[src/rtl/rc4_pkg.sv]
// ============================================================================
//  Module      : rc4_pkg
//  Description : Shared types and constants for the RC4 keystream/decrypt stage
//  Revision    : 1.0 - initial release
// ============================================================================
`default_nettype none

package rc4_pkg;

    typedef enum logic [3:0] {
        IDLE    = 4'd0,
        INC_I   = 4'd1,
        WAIT_SI = 4'd2,
        GET_SI  = 4'd3,
        WAIT_SJ = 4'd4,
        GET_SJ  = 4'd5,
        WR_SJ   = 4'd6,
        SET_F   = 4'd7,
        WAIT_F  = 4'd8,
        GET_F   = 4'd9,
        NEXT_K  = 4'd10,
        DONE    = 4'd11
    } state_t;

    localparam int         S_DEPTH    = 256;
    localparam logic [7:0] CHAR_LO    = 8'h61;
    localparam logic [7:0] CHAR_HI    = 8'h7A;
    localparam logic [7:0] CHAR_SPACE = 8'h20;

endpackage

`default_nettype wire

[src/rtl/rc4_prga_fsm_if.sv]
// ============================================================================
//  Module      : rc4_prga_fsm_if
//  Description : Control and memory-port bundle of the RC4 PRGA/decrypt stage
//  Revision    : 1.0 - initial release
// ============================================================================
`default_nettype none

interface rc4_prga_fsm_if #(
    parameter int K_W = 5
);
    logic           start;
    logic           done;
    logic           key_valid;
    logic [7:0]     s_q;
    logic [7:0]     s_addr;
    logic [7:0]     s_data;
    logic           s_wren;
    logic [7:0]     rom_q;
    logic [K_W-1:0] rom_addr;
    logic [K_W-1:0] d_addr;
    logic [7:0]     d_data;
    logic           d_wren;

    modport master (
        input  start, s_q, rom_q,
        output done, key_valid, s_addr, s_data, s_wren,
               rom_addr, d_addr, d_data, d_wren
    );

    modport slave (
        output start, s_q, rom_q,
        input  done, key_valid, s_addr, s_data, s_wren,
               rom_addr, d_addr, d_data, d_wren
    );
endinterface

`default_nettype wire

[src/rtl/rc4_char_check.sv]
// ============================================================================
//  Module      : rc4_char_check
//  Description : Plaintext filter - passes lowercase ASCII letters and space
//  Revision    : 1.0 - initial release
// ============================================================================
`default_nettype none

module rc4_char_check
    import rc4_pkg::*;
(
    input  wire logic [7:0] i_char,
    output logic            o_pass
);

    assign o_pass = ((i_char >= CHAR_LO) && (i_char <= CHAR_HI)) ||
                    (i_char == CHAR_SPACE);

endmodule

`default_nettype wire

[src/rtl/rc4_prga_fsm.sv]
// ============================================================================
//  Module      : rc4_prga_fsm
//  Description : RC4 PRGA over a 256-byte S RAM, XOR-decrypts the message ROM
//                into the D RAM and flags whether all bytes look like text
//  Revision    : 1.0 - initial release
// ============================================================================
`default_nettype none

module rc4_prga_fsm
    import rc4_pkg::*;
#(
    parameter int MSG_LEN = 32,
    parameter int K_W     = (MSG_LEN > 1) ? $clog2(MSG_LEN) : 1
)(
    input  wire logic      clk,
    input  wire logic      reset,
    rc4_prga_fsm_if.master bus
);

    localparam logic [K_W-1:0] c_k_last = K_W'(MSG_LEN - 1);

    state_t         r_state;
    state_t         w_state_nxt;

    logic [7:0]     r_i;
    logic [7:0]     r_j;
    logic [7:0]     r_si;
    logic [7:0]     r_sj;
    logic [K_W-1:0] r_k;

    logic [7:0]     r_s_addr;
    logic [7:0]     r_s_data;
    logic           r_s_wren;
    logic [K_W-1:0] r_rom_addr;
    logic [K_W-1:0] r_d_addr;
    logic [7:0]     r_d_data;
    logic           r_d_wren;
    logic           r_done;
    logic           r_key_valid;

    logic [7:0]     w_plain;
    logic           w_pass;

    assign w_plain = bus.s_q ^ bus.rom_q;

    rc4_char_check u_char_check (
        .i_char (w_plain),
        .o_pass (w_pass)
    );

    always_ff @(posedge clk or negedge reset) begin
        if (!reset) begin
            r_state <= IDLE;
        end else begin
            r_state <= w_state_nxt;
        end
    end

    always_comb begin
        w_state_nxt = r_state;
        case (r_state)
            IDLE:    if (bus.start) w_state_nxt = INC_I;
            INC_I:   w_state_nxt = WAIT_SI;
            WAIT_SI: w_state_nxt = GET_SI;
            GET_SI:  w_state_nxt = WAIT_SJ;
            WAIT_SJ: w_state_nxt = GET_SJ;
            GET_SJ:  w_state_nxt = WR_SJ;
            WR_SJ:   w_state_nxt = SET_F;
            SET_F:   w_state_nxt = WAIT_F;
            WAIT_F:  w_state_nxt = GET_F;
            GET_F:   w_state_nxt = NEXT_K;
            // key_valid only ever drops on a failed byte, so it doubles as the abort flag
            NEXT_K:  w_state_nxt = (!r_key_valid || (r_k == c_k_last)) ? DONE : INC_I;
            DONE:    if (!bus.start) w_state_nxt = IDLE;
            default: w_state_nxt = IDLE;
        endcase
    end

    always_ff @(posedge clk or negedge reset) begin
        if (!reset) begin
            r_i         <= '0;
            r_j         <= '0;
            r_si        <= '0;
            r_sj        <= '0;
            r_k         <= '0;
            r_s_addr    <= '0;
            r_s_data    <= '0;
            r_s_wren    <= 1'b0;
            r_rom_addr  <= '0;
            r_d_addr    <= '0;
            r_d_data    <= '0;
            r_d_wren    <= 1'b0;
            r_done      <= 1'b0;
            r_key_valid <= 1'b0;
        end else begin
            // done lags the DONE state by one register stage
            r_done <= (r_state == DONE);
            case (r_state)
                IDLE: begin
                    r_s_wren <= 1'b0;
                    r_d_wren <= 1'b0;
                    if (bus.start) begin
                        r_i         <= '0;
                        r_j         <= '0;
                        r_k         <= '0;
                        r_rom_addr  <= '0;
                        r_key_valid <= 1'b1;
                    end
                end
                INC_I: begin
                    r_i      <= r_i + 8'd1;
                    r_s_addr <= r_i + 8'd1;
                end
                GET_SI: begin
                    r_si     <= bus.s_q;
                    r_j      <= r_j + bus.s_q;
                    r_s_addr <= r_j + bus.s_q;
                end
                GET_SJ: begin
                    r_sj     <= bus.s_q;
                    r_s_addr <= r_i;
                    r_s_data <= bus.s_q;
                    r_s_wren <= 1'b1;
                end
                WR_SJ: begin
                    r_s_addr <= r_j;
                    r_s_data <= r_si;
                end
                SET_F: begin
                    r_s_wren <= 1'b0;
                    r_s_addr <= r_si + r_sj;
                end
                GET_F: begin
                    r_d_addr <= r_k;
                    r_d_data <= w_plain;
                    r_d_wren <= 1'b1;
                    if (!w_pass) r_key_valid <= 1'b0;
                end
                NEXT_K: begin
                    r_d_wren <= 1'b0;
                    if (r_key_valid && (r_k != c_k_last)) begin
                        r_k        <= r_k + K_W'(1);
                        r_rom_addr <= r_k + K_W'(1);
                    end
                end
                DONE: begin
                    r_s_wren <= 1'b0;
                    r_d_wren <= 1'b0;
                end
                default: begin
                    r_s_wren <= 1'b0;
                    r_d_wren <= 1'b0;
                end
            endcase
        end
    end

    assign bus.s_addr    = r_s_addr;
    assign bus.s_data    = r_s_data;
    assign bus.s_wren    = r_s_wren;
    assign bus.rom_addr  = r_rom_addr;
    assign bus.d_addr    = r_d_addr;
    assign bus.d_data    = r_d_data;
    assign bus.d_wren    = r_d_wren;
    assign bus.done      = r_done;
    assign bus.key_valid = r_key_valid;

endmodule

`default_nettype wire

[src/flat_wrapper.sv]
// flat-port wrapper written by rule: the top's interface ports become plain ports
module rc4_prga_fsm_flat import rc4_pkg::*;
#(
    parameter int MSG_LEN = 32,
    parameter int K_W     = (MSG_LEN > 1) ? $clog2(MSG_LEN) : 1
)
  (clk, reset, bus_start, bus_s_q, bus_rom_q, bus_done, bus_key_valid, bus_s_addr, bus_s_data, bus_s_wren, bus_rom_addr, bus_d_addr, bus_d_data, bus_d_wren);
  rc4_prga_fsm_if #(.K_W(K_W)) bus_i ();
  input  wire logic clk;
  input  wire logic reset;
  input wire logic [$bits(bus_i.start)-1:0] bus_start;
  input wire logic [$bits(bus_i.s_q)-1:0] bus_s_q;
  input wire logic [$bits(bus_i.rom_q)-1:0] bus_rom_q;
  output wire logic [$bits(bus_i.done)-1:0] bus_done;
  output wire logic [$bits(bus_i.key_valid)-1:0] bus_key_valid;
  output wire logic [$bits(bus_i.s_addr)-1:0] bus_s_addr;
  output wire logic [$bits(bus_i.s_data)-1:0] bus_s_data;
  output wire logic [$bits(bus_i.s_wren)-1:0] bus_s_wren;
  output wire logic [$bits(bus_i.rom_addr)-1:0] bus_rom_addr;
  output wire logic [$bits(bus_i.d_addr)-1:0] bus_d_addr;
  output wire logic [$bits(bus_i.d_data)-1:0] bus_d_data;
  output wire logic [$bits(bus_i.d_wren)-1:0] bus_d_wren;
  assign bus_i.start = bus_start;
  assign bus_i.s_q = bus_s_q;
  assign bus_i.rom_q = bus_rom_q;
  assign bus_done = bus_i.done;
  assign bus_key_valid = bus_i.key_valid;
  assign bus_s_addr = bus_i.s_addr;
  assign bus_s_data = bus_i.s_data;
  assign bus_s_wren = bus_i.s_wren;
  assign bus_rom_addr = bus_i.rom_addr;
  assign bus_d_addr = bus_i.d_addr;
  assign bus_d_data = bus_i.d_data;
  assign bus_d_wren = bus_i.d_wren;
  rc4_prga_fsm #(.MSG_LEN(MSG_LEN), .K_W(K_W)) u_core (.clk(clk), .reset(reset), .bus(bus_i));
endmodule
[config.mk]
export PLATFORM = sky130hd
export DESIGN_NAME = rc4_prga_fsm_flat
export DESIGN_NICKNAME = d
export VERILOG_FILES = /design/src/rtl/rc4_pkg.sv /design/src/rtl/rc4_prga_fsm_if.sv /design/src/rtl/rc4_char_check.sv /design/src/rtl/rc4_prga_fsm.sv /design/src/flat_wrapper.sv
export SDC_FILE = /design/constraint.sdc
export NUM_CORES = 1
export LEC_CHECK = 0
export ABC_AREA = 0
export CAP_MARGIN = 20
export CORE_MARGIN = 2
export CORE_UTILIZATION = 55
export CTS_CLUSTER_SIZE = 30
export DETAILED_ROUTE_END_ITERATION = 8
export GPL_TIMING_DRIVEN = 0
export HOLD_SLACK_MARGIN = 0.05
export PLACE_DENSITY = 0.8
export SLEW_MARGIN = 10
export SYNTH_ARGS = -nofsm -noshare
export SYNTH_HDL_FRONTEND = slang
export SYNTH_SLANG_ARGS = --single-unit
[constraint.sdc]
create_clock -name clk -period 2.6 [get_ports clk]
set_input_delay 0.39 -clock clk [delete_from_list [all_inputs] [get_ports clk]]
set_output_delay 0.39 -clock clk [all_outputs]
set_load 0.02 [all_outputs]
==> impl_metrics.env, run 1 <==
export IMPL_status="completed"
export IMPL_final_setup_viol_count=0
export IMPL_slew_viol_final=0
export IMPL_timing_clock_skew_ns=0.00927
export IMPL_cp_max_fo=5
export IMPL_hpwlAfterDp_mm=7.29
export IMPL_critical_path_max_stage_delay_ns=0.59
export IMPL_clock_sink_count=74
export IMPL_yosys_most_used_dff="sky130_fd_sc_hd__dfrtp_1"
export IMPL_largest_net_degree_at_the_start_of_global_routing=51
export IMPL_cp_common_cell="sky130_fd_sc_hd__a21oi_1"
export IMPL_buf_inv_on_cp=1
export IMPL_detailed_route_wl_mm=10.1
export IMPL_peak_supply_drop_v=0.000597
export IMPL_async_s_r_ff_share_synth_pct=100
export IMPL_yosys_warnings=0
export IMPL_vias_per_cell=5.81
export IMPL_most_used_cells_in_the_layout_excluding_fill_and_tap_cells="74 x sky130_fd_sc_hd__dfrtp_1, 64 x sky130_fd_sc_hd__nand2_1, 55 x sky130_fd_sc_hd__clkdlybuf4s50_1"
export IMPL_grt_usage_pct=25.9
export IMPL_first_global_vias=3398
export IMPL_worst_endpoint_required_ns=2.88
export IMPL_detail_route_iter0_violations=256
export IMPL_clock_tree_root_cell="sky130_fd_sc_hd__clkbuf_8"
export IMPL_number_of_antenna_cells_inserted=0
export IMPL_io_pins=57
export IMPL_grt_first_pass_wirelength_mm=16.9
export IMPL_placement_rows=31
export IMPL_worst_slew_pin_slew_ns=0.613
export IMPL_antenna_found_initial=0
export IMPL_drt_antenna_violating_nets=0
export IMPL_startpoint_type="primary input"
export IMPL_n_fill_cell=572
export IMPL_leakagePower_nw=2.28
export IMPL_final_weighted_congestion_in_routability_driven_placement=0.930
export IMPL_final_net_count=520
export IMPL_detailroute_via_count=3400
export IMPL_final_common_cell="sky130_fd_sc_hd__dfrtp_1"
export IMPL_netlist_instances=413
export IMPL_post_place_cells=569
export IMPL_syn_mean_instance_area_um2=9.82
export IMPL_timing_critical_path_slowest_stage_cell="sky130_fd_sc_hd__clkdlybuf4s50_1"
export IMPL_rsz0062_at_grt="no"
export IMPL_fmax_mhz=417
export IMPL_path_class="in2reg"
export IMPL_layout_worst_path_cycle_share_pct=92.3
export IMPL_post_drt_wl_per_cell_um=17.2
export IMPL_gr_total_overflow=0
export IMPL_yosys_register_bits=74
export IMPL_start_util_pct=56.2
export IMPL_first_pass_iters=5
export IMPL_worst_setup_hold_path_clk_slew_ns=0.08
export IMPL_clkLatencyLatePin_ns=0.36
export IMPL_synth_yosys_seq_area_share_pct=45.7
export IMPL_design_core_area_mm2=0.00721
export IMPL_max_clock_path_buffers=2
export IMPL_worstSetupEndpointType="flop"
export IMPL_critical_path_cell_chain="clkdlybuf4s50_1 > ha_1 > fa_1 > a21oi_1 > o21ai_0 > a21oi_1 > xnor2_1 > nand2_1 > a41oi_1"
export IMPL_cell_count_final_fillers_out=585
export IMPL_synth_area_mm2=0.00406
export IMPL_arrival_ns=2.68
export IMPL_floorplan_die_width_um=89.9
export IMPL_final_total_pwr_w=0.00640
export IMPL_power_density_mw_per_mm2=1290
export IMPL_synth_net_count=451
export IMPL_cts_buffers=9
export IMPL_chipHeight_um=89.9
export IMPL_worst_min_delay_path_category="reg2reg"
export IMPL_final_period_minus_worst_setup_slack_ns=2.40
export IMPL_number_of_enable_flip_flop_cells_after_synthesis=0
export IMPL_critical_path_top_delay_family="adder cells"
export IMPL_io_buffers=56
export IMPL_cts_tree="done"
export IMPL_hold_viol_final=0
export IMPL_fp_dieArea_mm2=0.00808
export IMPL_max_slew_margin_rel_pct=59.0
export IMPL_deepest_level_of_the_cts_h_tree=3
export IMPL_timing_max_cap_violations=0
export IMPL_yosys_cell_types_count=48
export IMPL_fin_util_pct=68.7
export IMPL_detail_route_drc_violations=0
export IMPL_area_delta_synth_final_pct=22.3
export IMPL_share_of_final_layout_standard_cells_stronger_than_drive_strength_1_pct=11.3
==> timing repair <==
action	4_1_cts	5_1_grt
hold endpoints to repair	24	0
gates resized for setup	0	0
buffers inserted	0	0
hold buffers	1	0
endpoints found under the setup margin	0	0
==> layout make-up <==
class                           count  area (µm²)  area share [%]
Buffer                             19         105            2.12
Clock buffer                       12         145            2.93
Clock inverter                      3        40.0           0.807
Inverter                            4        15.0           0.303
Multi-Input combinational cell    316        2080            42.0
Sequential cell                    74        1850            37.3
Tap cell                           99         124            2.50
Timing Repair Buffer               58         596            12.0
==> per-stage QoR <==
| stage | instance area, µm² | hold slack, ns | setup TNS (ns) | worst slack, ns |
|---|---|---|---|---|
| after floorplan | 4060 | 0.0944 | 0 | 0.625 |
| after global placement | 4740 | 0.448 | -104.66 | -1.42 |
| after detailed placement | 4760 | 0.326 | -0.170 | -0.151 |
| after CTS | 4960 | 0.472 | 0 | 0.210 |
| after global routing | 4960 | 0.510 | 0 | 0.0463 |
| final | 4960 | 0.465 | 0 | 0.201 |
==> final timing paths <==
| path | start | to | slack [ns] | depth (start not counted) |
|---|---|---|---|---|
| min | u_core.bus.s_data[2]$_DFFE_PN0P_ | u_core.bus.s_data[2]$_DFFE_PN0P_ | 0.47 | 2 |
| max reg2reg | u_core.r_si[0]$_DFFE_PN0P_ | u_core.bus.s_addr[6]$_DFFE_PN0P_ | 0.45 | 8 |
| min reg2reg | u_core.bus.s_data[2]$_DFFE_PN0P_ | u_core.bus.s_data[2]$_DFFE_PN0P_ | 0.47 | 2 |
| min in group asynchronous | reset | u_core.bus.s_data[1]$_DFFE_PN0P_ | 0.49 | 2 |
| max | bus_s_q[0] | u_core.bus.s_addr[6]$_DFFE_PN0P_ | 0.20 | 9 |
| max in group asynchronous | reset | u_core.bus.d_data[6]$_DFFE_PN0P_ | 1.54 | 3 |
==> Yosys cell counts, drive strengths merged (2+ instances only) <==
cell	instances	area (µm²)
dfrtp	74	1850
ha	17	213
o22ai	7	43.8
a211o	2	17.5
clkbuf	4	15.0
a22oi	11	82.6
o21bai	4	30.0
xnor2	12	105
or2	2	12.5
o21ai	25	125
a31oi	3	18.8
o21a	2	15.0
a311oi	2	17.5
a211oi	5	37.5
a22o	7	61.3
a21oi	26	130
and3	6	37.5
mux2	20	233
buf	15	90.1
nor3	5	36.3
nor2b	8	50.1
inv	4	15.0
nor2	33	136
a21o	7	52.6
fa	2	40.0
nand2	65	246
nand2b	4	25.0
nand3	8	40.0
and2	4	25.0
xor2	18	158
mux2i	3	30.0
==> where the power goes <==
group,internal (W),switching (W)
Clock,0.000462,0.000428
Sequential,0.00164,0.000390
Combinational,0.00154,0.00193
==> kinds of logic (layout without fill, tap and decap cells) <==
family | count (synthesis) | count (layout) | synth area share [%]
multiplexers | 23 | 23 | 6.48
XOR/XNOR | 30 | 30 | 6.48
adder cells (fa/ha/maj) | 19 | 19 | 6.23
AND/OR/NAND/NOR | 138 | 138 | 15.5
buffers and inverters | 23 | 96 | 2.96
flip-flops | 74 | 74 | 45.7
AO/OA/AOI/OAI | 106 | 106 | 16.7
==> worst min-delay path, cell delays in order, from the launching register on <==
cell                      delay (ns)
sky130_fd_sc_hd__dfrtp_1        0.34
sky130_fd_sc_hd__nand2_1        0.05
sky130_fd_sc_hd__nand2_1        0.04
==> layer usage <==
metal	up-vias	routed length [µm]	track usage, %
met4	0	225	10.0
met2	134	4780	41.9
met1	1646	4480	35.5
li1	1599	-	-
met3	21	590	3.94
met5	-	0	0
==> registers in the layout, summed over array words and instances, names as in the netlist <==
name                  count
u_core.bus.d_addr         5
u_core.bus.d_data         8
u_core.bus.d_wren         1
u_core.bus.done           1
u_core.bus.key_valid      1
u_core.bus.s_addr         8
u_core.bus.s_data         8
u_core.bus.s_wren         1
u_core.r_i                8
u_core.r_j                8
u_core.r_k                5
u_core.r_si               8
u_core.r_sj               8
u_core.r_state            4
No activity file was read; power rests on OpenSTA's default activity.
==> run 2, diff against run 1 <==
--- a/config.mk
+++ b/config.mk
@@ -14,6 +14,7 @@
 export GPL_TIMING_DRIVEN = 0
 export HOLD_SLACK_MARGIN = 0.05
 export PLACE_DENSITY = 0.8
+export SKIP_CTS_REPAIR_TIMING = 1
 export SLEW_MARGIN = 10
 export SYNTH_ARGS = -nofsm -noshare
 export SYNTH_HDL_FRONTEND = slang
==> impl_metrics.env, run 2 (same netlist as run 1, synthesis figures left out) <==
export IMPL_power_clock_fraction_pct=13.9
export IMPL_power_internal_w=0.00365
export IMPL_clock_tree_root_cell="sky130_fd_sc_hd__clkbuf_8"
export IMPL_clock_sink_count=74
export IMPL_clkLatencyLatePin_ns=0.36
export IMPL_worst_setup_hold_path_clk_slew_ns=0.08
export IMPL_netSwitchingFraction_pct=43.0
export IMPL_leakagePower_nw=2.28
export IMPL_layout_worst_path_cycle_share_pct=92.3
export IMPL_detailroute_via_count=3400
export IMPL_max_slew_margin_rel_pct=59.0
export IMPL_timing_clock_skew_ns=0.00927
export IMPL_share_of_final_layout_standard_cells_stronger_than_drive_strength_1_pct=11.3
export IMPL_cp_common_cell="sky130_fd_sc_hd__a21oi_1"
export IMPL_first_pass_iters=5
export IMPL_final_common_cell="sky130_fd_sc_hd__dfrtp_1"
export IMPL_first_global_vias=3398
export IMPL_deepest_level_of_the_cts_h_tree=3
export IMPL_vias_per_cell=5.81
export IMPL_io_pins=57
export IMPL_power_density_mw_per_mm2=1290
export IMPL_worst_endpoint_required_ns=2.88
export IMPL_slew_viol_final=0
export IMPL_fin_util_pct=68.7
export IMPL_worstSetupEndpointType="flop"
export IMPL_detail_route_iter0_violations=256
export IMPL_critical_path_max_stage_delay_ns=0.59
export IMPL_post_drt_wl_per_cell_um=17.2
export IMPL_chipHeight_um=89.9
export IMPL_floorplan_die_width_um=89.9
export IMPL_io_buffers=56
export IMPL_timing_critical_path_slowest_stage_cell="sky130_fd_sc_hd__clkdlybuf4s50_1"
export IMPL_detail_route_drc_violations=0
export IMPL_multiInputGateArea_mm2=0.00208
export IMPL_n_fill_cell=572
export IMPL_antenna_found_initial=0
export IMPL_largest_net_degree_at_the_start_of_global_routing=51
export IMPL_critical_path_top_delay_family="adder cells"
export IMPL_final_weighted_congestion_in_routability_driven_placement=0.930
export IMPL_worst_min_delay_path_category="reg2reg"
export IMPL_rsz0062_at_grt="no"
export IMPL_startpoint_type="primary input"
export IMPL_start_util_pct=56.2
export IMPL_arrival_ns=2.68
export IMPL_fmax_mhz=417
export IMPL_fp_dieArea_mm2=0.00808
export IMPL_number_of_antenna_cells_inserted=0
export IMPL_cts_tree="done"
export IMPL_final_total_pwr_w=0.00640
export IMPL_timing_max_cap_violations=0
export IMPL_critical_path_cell_chain="clkdlybuf4s50_1 > ha_1 > fa_1 > a21oi_1 > o21ai_0 > a21oi_1 > xnor2_1 > nand2_1 > a41oi_1"
export IMPL_hpwlAfterDp_mm=7.29
export IMPL_final_net_count=520
export IMPL_hold_worst_slack_ns=0.465
export IMPL_area_delta_synth_final_pct=22.3
export IMPL_most_used_cells_in_the_layout_excluding_fill_and_tap_cells="74 x sky130_fd_sc_hd__dfrtp_1, 64 x sky130_fd_sc_hd__nand2_1, 55 x sky130_fd_sc_hd__clkdlybuf4s50_1"
export IMPL_placement_rows=31
export IMPL_area_taken_by_flip_flops_and_latches_mm2=0.00185
export IMPL_path_class="in2reg"
export IMPL_grt_first_pass_wirelength_mm=16.9
export IMPL_total_switching_power_w=0.00275
export IMPL_worst_slew_pin_slew_ns=0.613
export IMPL_grt_usage_pct=25.9
export IMPL_cp_max_fo=5
export IMPL_cts_buffers=9
export IMPL_gr_total_overflow=0
export IMPL_design_core_area_mm2=0.00721
export IMPL_peak_supply_drop_v=0.000597
export IMPL_hold_viol_final=0
export IMPL_status="completed"
export IMPL_buf_inv_on_cp=1
export IMPL_comb_power_share_pct=54.3
export IMPL_final_period_minus_worst_setup_slack_ns=2.40
export IMPL_detailed_route_wl_mm=10.1
export IMPL_drt_antenna_violating_nets=0
export IMPL_p_seq_share_pct=31.7
export IMPL_final_setup_viol_count=0
export IMPL_max_clock_path_buffers=2
==> run 2: power by group through the flow <==
stage	registers, W	logic [W]	clock network, W
after global placement	0.00202	0.00332	0
after floorplan	0.00224	0.00206	0
after detailed placement	0.00205	0.00342	0
after CTS	0.00203	0.00346	0.000889
after global routing	0.00209	0.00381	0.000947
final	0.00203	0.00348	0.000890
==> run 2: final timing paths <==
check	from	endpoint	slack, ns	depth (start not counted)
hold / removal	u_core.bus.s_data[2]$_DFFE_PN0P_	u_core.bus.s_data[2]$_DFFE_PN0P_	0.47	2
setup / recovery	bus_s_q[0]	u_core.bus.s_addr[6]$_DFFE_PN0P_	0.20	9
setup reg to reg	u_core.r_si[0]$_DFFE_PN0P_	u_core.bus.s_addr[6]$_DFFE_PN0P_	0.45	8
max in group asynchronous	reset	u_core.bus.d_data[6]$_DFFE_PN0P_	1.54	3
hold reg to reg	u_core.bus.s_data[2]$_DFFE_PN0P_	u_core.bus.s_data[2]$_DFFE_PN0P_	0.47	2
min in group asynchronous	reset	u_core.bus.s_data[1]$_DFFE_PN0P_	0.49	2
==> run 2: cell type report <==
cell class | count | share of cell area (%)
clock buffers | 12 | 2.93
plain buffers | 19 | 2.12
repair buffers | 58 | 12.0
flip-flops and latches | 74 | 37.3
clock inverters | 3 | 0.807
well taps | 99 | 2.50
multi-input cells | 316 | 42.0
inverters | 4 | 0.303
==> run 2: metrics by stage <==
step / cells / cell area (µm²) / TNS (ns) / worst slack [ns]
3_5_place_dp: 569 / 4760 / -0.170 / -0.151
5_1_grt: 585 / 4960 / 0 / 0.0463
6_report: 585 / 4960 / 0 / 0.201
3_3_place_gp: 568 / 4740 / -104.66 / -1.42
4_1_cts: 584 / 4950 / 0 / 0.210
2_1_floorplan: 413 / 4060 / 0 / 0.625
==> run 2: tightest hold or removal path, cell delays in order (launching register included) <==
cell	delay [ns]
sky130_fd_sc_hd__dfrtp_1	0.34
sky130_fd_sc_hd__nand2_1	0.05
sky130_fd_sc_hd__nand2_1	0.04
==> run 2: layer usage <==
layer / vias to the layer above / global-route usage, % / routed length (µm)
li1: 1599 / - / -
met1: 1646 / 35.4 / 4480
met2: 134 / 41.9 / 4780
met3: 21 / 4.02 / 590
met4: 0 / 10.0 / 225
met5: - / 0 / 0
